--- config.mk ---
export PLATFORM = sky130hd
export DESIGN_NAME = voice_mixer
export DESIGN_NICKNAME = d
export VERILOG_FILES = /design/src/rtl/voice_mixer.sv
export SDC_FILE = /design/constraint.sdc
export NUM_CORES = 1
export LEC_CHECK = 0
export ABC_AREA = 1
export CAP_MARGIN = 20
export CORE_MARGIN = 2
export CORE_UTILIZATION = 35
export DETAILED_ROUTE_END_ITERATION = 7
export HOLD_SLACK_MARGIN = 0.02
export SLEW_MARGIN = 20
export SYNTH_ARGS = -nofsm -noshare
export SYNTH_HDL_FRONTEND = slang
export SYNTH_SLANG_ARGS = --single-unit
--- constraint.sdc ---
create_clock -name clk -period 14 [get_ports clk]
set_input_delay 1.4 -clock clk [delete_from_list [all_inputs] [get_ports clk]]
set_output_delay 1.4 -clock clk [all_outputs]
set_load 0.01 [all_outputs]
--- src/rtl/voice_mixer.sv ---
// rtl/voice_mixer.sv - serial voice mixer: snapshot, per-voice volume, master shift, saturate
// Optional feature: define MIXER_CLIP_COUNT_EN to add the 16-bit saturating clip counter.
module voice_mixer #(
  parameter int NUM_VOICES = 4,
  parameter int BITDEPTH   = 14
) (
  input  logic                           clk,
  input  logic                           rst,
  input  logic                           sample_clock,
  input  logic [NUM_VOICES*BITDEPTH-1:0] voice_in,
  input  logic [3:0]                     addr,
  input  logic [31:0]                    data_in,
  input  logic                           wen,
  input  logic                           ren,
  output logic [31:0]                    data_out,
  output logic                           ready,
  output logic [BITDEPTH-1:0]            pcm,
  output logic                           pcm_valid,
  output logic                           overrun
);
  localparam int ACC_W  = BITDEPTH + 9 + $clog2(NUM_VOICES);
  localparam int PROD_W = BITDEPTH + 9;
  localparam logic signed [ACC_W-1:0] PMAX = ACC_W'((2 ** (BITDEPTH - 1)) - 1);
  localparam logic signed [ACC_W-1:0] PMIN = ACC_W'(-(2 ** (BITDEPTH - 1)));

  localparam logic [1:0] S_IDLE   = 2'd0;
  localparam logic [1:0] S_ACCUM  = 2'd1;
  localparam logic [1:0] S_OUTPUT = 2'd2;

  logic [1:0]              state_q, state_d;
  logic [3:0]              idx_q;
  logic signed [ACC_W-1:0] acc_q;
  logic [BITDEPTH-1:0]     snap_q [NUM_VOICES];
  logic [7:0]              vol_q  [NUM_VOICES];
  logic [2:0]              shift_q;
  logic                    overrun_q, sc_q, ready_q, pcm_valid_q;
  logic [BITDEPTH-1:0]     pcm_q;
  logic [31:0]             data_out_q, rd_data;
  logic [15:0]             clip_cnt;

  logic                     tick, last, frame_done, wr_commit, clr_overrun, clip_hi, clip_lo;
  logic [BITDEPTH-1:0]      sample_cur, clamped, pcm_d;
  logic [7:0]               vol_cur;
  logic signed [BITDEPTH-1:0] s_cur;
  logic signed [PROD_W-1:0] prod;
  logic signed [ACC_W-1:0]  acc_sum, shifted;
  logic                     unused_ok;

  assign tick        = sample_clock & ~sc_q;
  assign last        = (idx_q == 4'(NUM_VOICES - 1));
  assign frame_done  = (state_q == S_ACCUM) && last;
  assign wr_commit   = wen & ~ready_q;
  assign clr_overrun = wr_commit && (addr == 4'hE) && data_in[8];
  assign unused_ok   = ^{data_in[31:9], data_in[7:3]};

  // Volume is read live from the register file for the voice being accumulated.
  always_comb begin
    sample_cur = '0;
    vol_cur    = '0;
    for (int i = 0; i < NUM_VOICES; i++) begin
      if (idx_q == 4'(i)) begin
        sample_cur = snap_q[i];
        vol_cur    = vol_q[i];
      end
    end
    s_cur   = {~sample_cur[BITDEPTH-1], sample_cur[BITDEPTH-2:0]};
    prod    = PROD_W'(s_cur) * PROD_W'($signed({1'b0, vol_cur}));
    acc_sum = acc_q + ACC_W'(prod);
    shifted = acc_sum >>> (4'd8 + {1'b0, shift_q});
    clip_hi = (shifted > PMAX);
    clip_lo = (shifted < PMIN);
    if (clip_hi)      clamped = {1'b0, {(BITDEPTH-1){1'b1}}};
    else if (clip_lo) clamped = {1'b1, {(BITDEPTH-1){1'b0}}};
    else              clamped = shifted[BITDEPTH-1:0];
    pcm_d = {~clamped[BITDEPTH-1], clamped[BITDEPTH-2:0]};
  end

  always_comb begin
    state_d = state_q;
    case (state_q)
      S_IDLE:  if (tick) state_d = S_ACCUM;
      S_ACCUM: if (last) state_d = S_OUTPUT;
      default: state_d = S_IDLE;
    endcase
  end

  always_ff @(posedge clk) begin
    if (rst) begin
      state_q     <= S_IDLE;
      idx_q       <= '0;
      acc_q       <= '0;
      pcm_q       <= {1'b1, {(BITDEPTH-1){1'b0}}};
      pcm_valid_q <= 1'b0;
      sc_q        <= 1'b0;
      for (int i = 0; i < NUM_VOICES; i++) snap_q[i] <= '0;
    end else begin
      state_q     <= state_d;
      sc_q        <= sample_clock;
      pcm_valid_q <= 1'b0;
      if (state_q == S_IDLE && tick) begin
        for (int i = 0; i < NUM_VOICES; i++) snap_q[i] <= voice_in[i*BITDEPTH +: BITDEPTH];
        acc_q <= '0;
        idx_q <= '0;
      end else if (state_q == S_ACCUM) begin
        acc_q <= acc_sum;
        idx_q <= idx_q + 4'd1;
        if (last) begin
          pcm_q       <= pcm_d;
          pcm_valid_q <= 1'b1;
        end
      end
    end
  end

`ifdef MIXER_CLIP_COUNT_EN
  logic [15:0] clip_cnt_q;
  assign clip_cnt = clip_cnt_q;
  always_ff @(posedge clk) begin
    if (rst) begin
      clip_cnt_q <= '0;
    end else begin
      if (clr_overrun) clip_cnt_q <= '0;
      if (frame_done && (clip_hi || clip_lo) && clip_cnt_q != 16'hFFFF)
        clip_cnt_q <= clip_cnt_q + 16'd1;
    end
  end
`else
  assign clip_cnt = 16'h0000;
`endif

  always_comb begin
    rd_data = '0;
    case (addr)
      4'hE:    rd_data = {29'b0, shift_q};
      4'hF:    rd_data = {clip_cnt, 15'b0, overrun_q};
      default: begin
        for (int i = 0; i < NUM_VOICES; i++)
          if (addr == 4'(i)) rd_data = {24'b0, vol_q[i]};
      end
    endcase
  end

  always_ff @(posedge clk) begin
    if (rst) begin
      for (int i = 0; i < NUM_VOICES; i++) vol_q[i] <= 8'h80;
      shift_q    <= '0;
      overrun_q  <= 1'b0;
      ready_q    <= 1'b0;
      data_out_q <= '0;
    end else begin
      ready_q <= wen | ren;
      if (wr_commit) begin
        for (int i = 0; i < NUM_VOICES; i++)
          if (addr == 4'(i)) vol_q[i] <= data_in[7:0];
        if (addr == 4'hE) shift_q <= data_in[2:0];
      end
      // Set after clear so a same-cycle overrun is not lost.
      if (clr_overrun) overrun_q <= 1'b0;
      if (tick && state_q != S_IDLE) overrun_q <= 1'b1;
      if (ren) data_out_q <= rd_data;
    end
  end

  assign ready     = ready_q & (wen | ren);
  assign data_out  = data_out_q;
  assign pcm       = pcm_q;
  assign pcm_valid = pcm_valid_q;
  assign overrun   = overrun_q;
endmodule
==> impl_metrics.csv, run 1 <==
group,metric,value,unit
timing,timing_max_transition_violations_final,0,
cts,clock_insertion_delay_worst_skew,0.44,ns
die,num_rows,69,
finish,antennaDiodeCount,0,
die,dieWidth,194.9,um
die,die-height,194.9,um
timing,timing.final.setup_violations,0,
yosys,synth_area_leader_cell,"sky130_fd_sc_hd__edfxtp_1",
cts,ctsLongestPathBuffers,2,
critical_path,worst_ep_required_time,14.37,ns
yosys,synth_enable_flop_cells,88,
cts,cts_inserted_buffers,17,
yosys,netlist_instances,1652,
timing,rsz0062_at_grt,"false",
critical_path,critical_path_class,"reg2reg",
power,switching_power,0.001609,W
cts,clockRootBuffer,"sky130_fd_sc_hd__clkbuf_16",
status,outcome,"completed",
power,p_total,0.003149,W
routing,dr.pass1.iters,5,
critical_path,critical_path.startpoint_type,"register",
yosys,synth_seq_area_share,0.3014,
timing,tightest_slew,1.033,ns
global_route,antenna_found_initial,0,
yosys,postSynth.asyncResetShare,0,
placement,globalplace.congestion,0.8832,
yosys,dominantRegCellSynth,"sky130_fd_sc_hd__edfxtp_1",
power,cellLeakagePower,7.529,nW
power,pwr_density_cell,213.8,mW/mm^2
global_route,grt_pass1_vias,10940,
routing,routed_via_count_divided_by_cell_count,4.792,
yosys,synth_top_area_share,0.2072,
cts,cts_resized,0,
global_route,gr-usage-met1,0.2101,
placement,dp_hpwl,24440,um
die,floorplan.die_area,0.03798,mm^2
critical_path,cpPeakStageDelay,0.68,ns
yosys,commonest_cells_in_the_netlist,"402 x sky130_fd_sc_hd__inv_1, 344 x sky130_fd_sc_hd__nand2_1, 165 x sky130_fd_sc_hd__nor2_1",
yosys,yosys-top-cells-area,"sky130_fd_sc_hd__edfxtp_1 21%, sky130_fd_sc_hd__fa_1 18%, sky130_fd_sc_hd__inv_1 12%",
critical_path,crit_path_end,"pcm[1]",
yosys,ys_seq_elements,148,
die,core,0.03574,mm^2
timing,tns,0,ns
routing,detail_route.wl_per_cell,14.23,um
critical_path,reg2reg_setup_slack,5.77,ns
routing,detail_route.wirelength,31410,um
yosys,syn-mean-instance-area,7.719,um^2
cts,clkTransAtPathRegs,0.06,ns
power,vdd_ir_drop_max,0.0002144,V
power,p_sw_frac,0.5110,
timing,period_share,0.5881,
cts,post_cts.repair.setup_buffers,0,
yosys,most_frequently_used_cell_type_in_the_post_synthesis_netlist,"sky130_fd_sc_hd__inv_1",
cts,tritoncts_num_sinks,148,
global_route,globalRouteMet2Util,0.3193,
timing,final.setup_skew,0.01079,ns
timing,timing.fmax,0.1215,GHz
worst_hold_path,hold_path.class,"reg2reg",
routing,drc,0,
power,cell_internal_pwr,0.001540,W
global_route,grt_total_usage,0.1742,
finish,design.final.nets,2003,
timing,count_of_final_hold_check_violations,0,
critical_path,timing.critical_path.fanout_max,26,
critical_path,cpMaxStageDelayCell,"sky130_fd_sc_hd__fa_1",
cts,cts_tree,"built",
cts,postCtsHoldBufs,0,
critical_path,r2r_start,"idx_q[0]",
yosys,yosys_warnings,0,
global_route,global_route_wire_length_before_repair,53210,um
flow_run,drv_cap,0,
cts,htree_num_levels,4,
critical_path,worst_r2r_path_depth,33,
yosys,post_synthesis_cell_type_count,47,
critical_path,crit_arrival,8.60,ns
yosys,syn_area,0.01275,mm^2
global_route,pin_count_of_the_biggest_net_entering_global_routing,67,
die,initial_utilization,0.3568,
critical_path,critical_path.reg2reg.endpoint,"pcm[1]",
power,share_seq_of_total_power,0.161,
routing,detailedRoute.firstIterationViolations,733,
routing,vias,10580,
global_route,total_global_routing_overflow,0,
finish,area_delta_synth_final,15.48,%
routing,ant_nets,0,
timing,slew_headroom,0.3068,
critical_path,worst_path_most_repeated_cell,"sky130_fd_sc_hd__nand2_1",
critical_path,cp-end-kind,"register",
global_route,gr-usage-met3,0.02481,
finish,layout-drive-gt1-share,0.04696,
power,comb_power_share,0.688,
placement,place.port_buffers,98,
timing,period_minus_slack,8.233,ns
power,clock_power_share,0.151,
die,pin_count,146,
critical_path,critical_path_origin,"idx_q[0]",
global_route,grt_busiest_layer,"met2",
==> worst min path at each step <==
stage             endpoint   startpoint  depth (start not counted)
2_1_floorplan     acc_q[0]     acc_q[0]                          2
3_3_place_gp      acc_q[1]     acc_q[1]                          2
3_5_place_dp   data_out[4]  data_out[4]                          2
4_1_cts        data_out[4]  data_out[4]                          2
5_1_grt        data_out[6]  data_out[6]                          2
6_report           pcm[13]      pcm[13]                          2
==> flip-flops by register name (all words and copies together), names as in the netlist, 2 cells and up <==
register and count:
vol_q 32, state_q 2, idx_q 4, data_out 8, shift_q 3, acc_q 25, pcm 14, snap_q 56
==> power by group through the flow <==
| stage | Sequential [W] | Clock, W | Combinational [W] |
|---|---|---|---|
| 2_1_floorplan | 0.000512 | 0 | 0.00176 |
| 3_3_place_gp | 0.000514 | 0 | 0.00216 |
| 3_5_place_dp | 0.000515 | 0 | 0.00218 |
| 4_1_cts | 0.000506 | 0.000481 | 0.00219 |
| 5_1_grt | 0.000509 | 0.000498 | 0.00251 |
| 6_report | 0.000506 | 0.000476 | 0.00217 |
==> metrics by stage <==
step | instances | cell area [um^2] | worst slack [ns] | hold slack (ns) | utilization
final | 2207 | 14730 | 5.767 | 0.4726 | 0.4120
after global routing | 2207 | 14730 | 5.142 | 0.4955 | 0.4120
after CTS | 2207 | 14720 | 5.781 | 0.4725 | 0.4119
after detailed placement | 2176 | 14130 | 5.809 | 0.4605 | 0.3954
after global placement | 2176 | 14130 | 5.891 | 0.4524 | 0.3953
after floorplan | 1675 | 12840 | 7.544 | 0.4453 | -
==> kinds of logic after synthesis <==
group / Yosys count / synth area share
AO/OA/AOI/OAI: 192 / 0.09233
adder cells (fa/ha/maj): 172 / 0.2353
XOR/XNOR: 16 / 0.01099
buffers and inverters: 481 / 0.1510
flip-flops: 148 / 0.3014
AND/OR/NAND/NOR: 642 / 0.2087
other: 1 / 0.0002941
==> final cells by class <==
type,count,area (um^2)
clock inverter,13,158.9
multi-input combinational,1046,7089
timing repair buffer,114,1101
clock buffer,18,429.2
fill,3661,21020
sequential,148,3844
tap,461,576.8
inverter,407,1528
==> critical path, delay by kind of cell (launching register included) <==
family	cells	cell delay, ns
flops	1	0.39
compound gates	3	0.99
fa+ha+maj	7	3.33
simple gates	15	1.94
buf+inv	8	1.48
==> cells in the final DEF (no fill, tap or decap), types with 59 or more instances in the layout <==
| cell type | n |
|---|---|
| sky130_fd_sc_hd__clkdlybuf4s50_1 | 98 |
| sky130_fd_sc_hd__edfxtp_1 | 88 |
| sky130_fd_sc_hd__dfxtp_1 | 60 |
| sky130_fd_sc_hd__ha_1 | 59 |
| sky130_fd_sc_hd__o21ai_0 | 60 |
| sky130_fd_sc_hd__fa_1 | 113 |
| sky130_fd_sc_hd__nor2_1 | 164 |
| sky130_fd_sc_hd__nand2_1 | 343 |
| sky130_fd_sc_hd__inv_1 | 401 |
| sky130_fd_sc_hd__nand3_1 | 95 |
==> metal layers <==
layer	part of all wire	wire length, um	vias up
li1	-	-	5182
met1	0.43	13390	5064
met4	0.023	722	0
met2	0.50	15840	286
met5	0	0	-
met3	0.046	1453	45
(Power assumes the default switching activity.)
==> run 2, diff against run 1 <==
==> constraint.sdc (replaced) <==
create_clock -name clk -period 8 [get_ports clk]
set_input_delay 0.8 -clock clk [delete_from_list [all_inputs] [get_ports clk]]
set_output_delay 0.8 -clock clk [all_outputs]
set_load 0.01 [all_outputs]
==> run 2 against run 1 <==
Sequential power is 75% higher. Combinational power is 79% higher. Final area is 0.52% higher. Worst setup slack worse by 5.3 ns. Critical path type unchanged. Largest cell class unchanged.
==> impl_metrics.csv, run 2 (synthesis gave the netlist of run 1 again) <==
group,metric,value,unit
status,outcome,"completed",
cts,ctsLongestPathBuffers,2,
routing,detailedRoute.firstIterationViolations,543,
timing,final.hold.worst_slack,0.4710,ns
routing,detail_route.wl_per_cell,13.92,um
finish,design.final.nets,2015,
die,die-height,194.9,um
global_route,total_global_routing_overflow,0,
critical_path,critical_path_class,"reg2reg",
cts,htree_num_levels,4,
cts,clkTransAtPathRegs,0.07,ns
timing,final.setup_skew,0.01138,ns
die,core,0.03574,mm^2
cts,tritoncts_num_sinks,148,
global_route,grt_pass1_vias,10980,
power,cellLeakagePower,7.582,nW
critical_path,cpPeakStageDelay,0.73,ns
timing,period_minus_slack,7.499,ns
finish,filler_cell_count,3684,
placement,dp_hpwl,24840,um
die,num_rows,69,
finish,reg_top3,"snap_q: 56 flops, vol_q: 32 flops, acc_q: 25 flops",
finish,antennaDiodeCount,0,
cts,clockRootBuffer,"sky130_fd_sc_hd__clkbuf_16",
critical_path,timing.critical_path.fanout_max,13,
cts,cts_tree,"built",
global_route,global_route_wire_length_before_repair,52810,um
cts,clock_insertion_delay_worst_skew,0.44,ns
routing,detail_route.wirelength,30890,um
placement,globalplace.congestion,0.8642,
cts,cts_resized,0,
placement,placed_instance_area,0.01422,mm^2
routing,ant_nets,0,
routing,drc,0,
finish,registers.top_by_ff_count,"snap_q",
worst_hold_path,hold_path.class,"reg2reg",
finish,leading_cell_types_in_the_layout_fill_and_taps_excluded,"401 x sky130_fd_sc_hd__inv_1, 343 x sky130_fd_sc_hd__nand2_1, 164 x sky130_fd_sc_hd__nor2_1, 113 x sky130_fd_sc_hd__fa_1, 98 x sky130_fd_sc_hd__clkdlybuf4s50_1",
critical_path,critical_path.startpoint_type,"register",
timing,tightest_slew,1.067,ns
die,dieWidth,194.9,um
placement,worst_slack_placed,0.4436,ns
timing,count_of_final_hold_check_violations,0,
timing,timing_max_transition_violations_final,0,
timing,slew_headroom,0.2831,
finish,layout-drive-gt1-share,0.05688,
timing,rsz0062_at_grt,"false",
critical_path,worst_ep_required_time,8.37,ns
finish,final_common_cell,"sky130_fd_sc_hd__inv_1",
die,initial_utilization,0.3568,
finish,seq_area,0.003844,mm^2
timing,worst_slack,0.5015,ns
routing,vias,10500,
critical_path,cpMaxStageDelayCell,"sky130_fd_sc_hd__o21ai_1",
routing,routed_via_count_divided_by_cell_count,4.734,
die,pin_count,146,
finish,fin_area,0.01480,mm^2
global_route,pin_count_of_the_biggest_net_entering_global_routing,61,
timing,tns,0,ns
cts,cts_inserted_buffers,17,
placement,place.port_buffers,98,
critical_path,crit_arrival,7.87,ns
critical_path,worst_path_most_repeated_cell,"sky130_fd_sc_hd__inv_1",
timing,timing.fmax,0.1334,GHz
cts,postCtsHoldBufs,0,
global_route,grt_total_usage,0.1713,
timing,period_share,0.9373,
routing,dr.pass1.iters,5,
finish,area_delta_synth_final,16.08,%
flow_run,drv_cap,0,
finish,largest_register_ffs,56,
die,floorplan.die_area,0.03798,mm^2
power,vdd_ir_drop_max,0.0002894,V
global_route,antenna_found_initial,0,
timing,timing.final.setup_violations,0,
finish,multi_input_area,0.007109,mm^2
cts,post_cts.repair.setup_buffers,0,
power,pwr_density_cell,374.0,mW/mm^2
critical_path,cp-end-kind,"register",
-- run 2: cell types whose count changed in the layout (fill, tap and decap cells not counted), sizes merged --
cell,previous run,this run
clkinvlp,5,4
bufinv,3,1
buf,16,28
inv,405,408
-- run 2: final cells by class --
cell class | count | area share
timing repair buffer | 126 | 0.08030
clock inverter | 13 | 0.008368
inverter | 407 | 0.1035
clock buffer | 18 | 0.02899
multi-input combinational | 1046 | 0.4803
sequential | 148 | 0.2597
tap | 461 | 0.03897
-- run 2: metrics by stage --
step,total power [W],std cells,utilization
6_report,0.005537,2219,0.4142
5_1_grt,0.006198,2219,0.4142
4_1_cts,0.005576,2219,0.4132
3_5_place_dp,0.004784,2188,0.3977
3_3_place_gp,0.004734,2187,0.3976
2_1_floorplan,0.003973,1675,-
-- run 2: final timing paths --
check | startpoint | endpoint | slack, ns | depth (start not counted)
max | idx_q[1] | pcm[0] | 0.50 | 32
min reg2reg | data_out[4] | data_out[4] | 0.47 | 2
max reg2reg | idx_q[1] | pcm[0] | 0.50 | 32
min | data_out[4] | data_out[4] | 0.47 | 2
-- run 2: power breakdown --
group          internal (W)  total (W)  switching [W]  leakage [nW]
Clock              0.000430   0.000774       0.000344         0.262
Sequential         0.000864   0.000886      0.0000221          1.42
Combinational       0.00139    0.00388        0.00249          5.90
Total               0.00269    0.00554        0.00285          7.58
-- run 2: metal layers --
layer | up-vias | part of all wire | track usage
li1 | 5222 | - | -
met1 | 5012 | 0.43 | 0.2062
met2 | 232 | 0.51 | 0.3175
met3 | 38 | 0.037 | 0.02238
met4 | 0 | 0.020 | 0.04976
met5 | - | 0 | 0
-- run 2: worst max-delay path: cells and delay by family, from the launching register on --
| kind | cells | cell delay, ns |
|---|---|---|
| AO/OA/AOI/OAI | 3 | 1.08 |
| buffers and inverters | 7 | 0.70 |
| AND/OR/NAND/NOR | 15 | 2.39 |
| adder cells (fa/ha/maj) | 7 | 2.80 |
| flip-flops | 1 | 0.43 |
==> run 3, diff against run 2 <==
--- a/config.mk
+++ b/config.mk
@@ -7,11 +7,14 @@
 export LEC_CHECK = 0
 export ABC_AREA = 1
 export CAP_MARGIN = 20
+export CELL_PAD_IN_SITES_DETAIL_PLACEMENT = 2
+export CELL_PAD_IN_SITES_GLOBAL_PLACEMENT = 2
 export CORE_MARGIN = 2
-export CORE_UTILIZATION = 35
+export CORE_UTILIZATION = 34
 export DETAILED_ROUTE_END_ITERATION = 7
 export HOLD_SLACK_MARGIN = 0.02
-export SLEW_MARGIN = 20
+export PLACE_DENSITY_LB_ADDON = 0.1
+export SLEW_MARGIN = 10
 export SYNTH_ARGS = -nofsm -noshare
 export SYNTH_HDL_FRONTEND = slang
 export SYNTH_SLANG_ARGS = --single-unit
==> run 3 against run 2 <==
Register-to-register slack improved by 0.03 ns. Via count rose by 4.4%. Non-clock buffer count rose by 23. Critical path depth rose by 3. Die area rose by 2.9%. Largest power group unchanged.
==> impl_metrics.csv, run 3 (synthesis gave the netlist of run 1 again) <==
group,metric,value,unit
global_route,grt_total_usage,0.2262,
routing,detail_route.wirelength,41490,um
power,p_total,0.005995,W
critical_path,critical_path.startpoint_type,"register",
routing,detail_route.wl_per_cell,18.44,um
status,outcome,"completed",
routing,vias,10960,
die,initial_utilization,0.3467,
critical_path,cell_family_with_the_largest_share_of_critical_path_delay,"adder cells",
finish,leading_cell_types_in_the_layout_fill_and_taps_excluded,"400 x sky130_fd_sc_hd__inv_1, 343 x sky130_fd_sc_hd__nand2_1, 164 x sky130_fd_sc_hd__nor2_1, 112 x sky130_fd_sc_hd__fa_1, 98 x sky130_fd_sc_hd__clkdlybuf4s50_1",
finish,final_common_cell,"sky130_fd_sc_hd__inv_1",
critical_path,worst_ep_required_time,8.38,ns
finish,antennaDiodeCount,0,
placement,placed_instance_area,0.01435,mm^2
die,floorplan.die_area,0.03907,mm^2
finish,design.final.nets,2038,
cts,ctsLongestPathBuffers,2,
timing,timing_max_transition_violations_final,0,
critical_path,critical_path_class,"reg2reg",
cts,cts_tree,"built",
cts,cts_inserted_buffers,17,
placement,globalplace.congestion,0.8857,
cts,htree_num_levels,4,
critical_path,cpPeakStageDelay,0.55,ns
finish,largest_register_ffs,56,
timing,count_of_final_hold_check_violations,0,
die,die-height,197.7,um
routing,drc,0,
finish,filler_cell_count,4249,
critical_path,crit_arrival,7.85,ns
placement,dp_hpwl,32970,um
power,pwr_density_cell,400.4,mW/mm^2
timing,timing.fmax,0.1339,GHz
cts,tritoncts_num_sinks,148,
timing,timing.final.setup_violations,0,
routing,detailedRoute.firstIterationViolations,388,
finish,reg_top3,"snap_q: 56 flops, vol_q: 32 flops, acc_q: 25 flops",
timing,final.hold.worst_slack,0.4755,ns
global_route,grt_pass1_vias,12340,
timing,period_share,0.9337,
finish,area_delta_synth_final,17.42,%
flow_run,drv_cap,0,
finish,multi_input_area,0.007089,mm^2
worst_hold_path,hold_path.class,"reg2reg",
die,core,0.03679,mm^2
global_route,total_global_routing_overflow,0,
die,num_rows,70,
finish,fin_area,0.01497,mm^2
cts,clkTransAtPathRegs,0.07,ns
finish,layout-drive-gt1-share,0.06790,
routing,dr.pass1.iters,4,
finish,layout.cells.non_filler,2250,
critical_path,worstPathBufferInverterCount,10,
global_route,global_route_wire_length_before_repair,67450,um
timing,final.setup_skew,0.01530,ns
finish,registers.top_by_ff_count,"snap_q",
global_route,pin_count_of_the_biggest_net_entering_global_routing,63,
critical_path,timing.critical_path.fanout_max,13,
routing,routed_via_count_divided_by_cell_count,4.872,
timing,tns,0,ns
timing,slew_headroom,0.3914,
finish,seq_area,0.003844,mm^2
power,vdd_ir_drop_max,0.0003169,V
critical_path,cpMaxStageDelayCell,"sky130_fd_sc_hd__fa_1",
power,cellLeakagePower,7.694,nW
placement,placed_cells_incl_taps,2210,
die,dieWidth,197.7,um
timing,period_minus_slack,7.469,ns
timing,rsz0062_at_grt,"false",
cts,clockRootBuffer,"sky130_fd_sc_hd__clkbuf_16",
cts,clock_insertion_delay_worst_skew,0.45,ns
critical_path,cp-end-kind,"register",
cts,postCtsHoldBufs,0,
routing,ant_nets,0,
placement,place.port_buffers,98,
die,pin_count,146,
timing,tightest_slew,0.9129,ns
global_route,antenna_found_initial,0,
## run 3: cell types whose count changed in the layout (fill, tap and decap cells not counted), sizes merged
cell      change
buf          +23
inv           +2
clkinvlp      -1
bufinv        -1
clkinv        +1
## run 3: through the flow
| step | util | setup WS (ns) |
|---|---|---|
| 2_1_floorplan | - | 1.544 |
| 3_3_place_gp | 0.3890 | 0.4018 |
| 3_5_place_dp | 0.3900 | 0.3350 |
| 4_1_cts | 0.4051 | 0.3103 |
| 5_1_grt | 0.4070 | 0.007279 |
| 6_report | 0.4070 | 0.5308 |
## run 3: power by group
part	internal [W]	total, W	switching [W]
logic	0.00146	0.00431	0.00285
clock network	0.000415	0.000797	0.000382
registers	0.000863	0.000888	0.0000247
total	0.00274	0.00600	0.00325
## run 3: repair_timing
item | CTS | global route
resized for setup | 0 | 4
endpoints found under the setup margin | 0 | 13
setup buffers | 0 | 6
hold endpoints to repair | 0 | 0
## run 3: area by class of cell
cell class,instances,share of cell area
Clock buffer,18,0.02933
Clock inverter,14,0.007771
Inverter,407,0.1025
Multi-Input combinational cell,1046,0.4735
Sequential cell,148,0.2567
Tap cell,468,0.03911
Timing Repair Buffer,149,0.09108
## run 3: path summary, 6_finish.rpt
kind                             startpoint          end  slack, ns  cells after the start
worst min-delay path            data_out[3]  data_out[3]       0.48                      2
worst min register to register  data_out[3]  data_out[3]       0.48                      2
worst max-delay path               idx_q[0]       pcm[0]       0.53                     35
worst max register to register     idx_q[0]       pcm[0]       0.53                     35
## run 3: layer usage
metal  wire length, um  GRT usage  up-vias
li1                  -          -     5256
met1             18510     0.2849     5551
met2             21420     0.4101      122
met3               975    0.03039       32
met4               575    0.05124        0
met5                 0          0        -
## run 3: tightest hold or removal path, cell delays in order (launching register included)
cell and delay, ns:
sky130_fd_sc_hd__dfxtp_1 0.31, sky130_fd_sc_hd__nand2_1 0.06, sky130_fd_sc_hd__a21oi_1 0.05
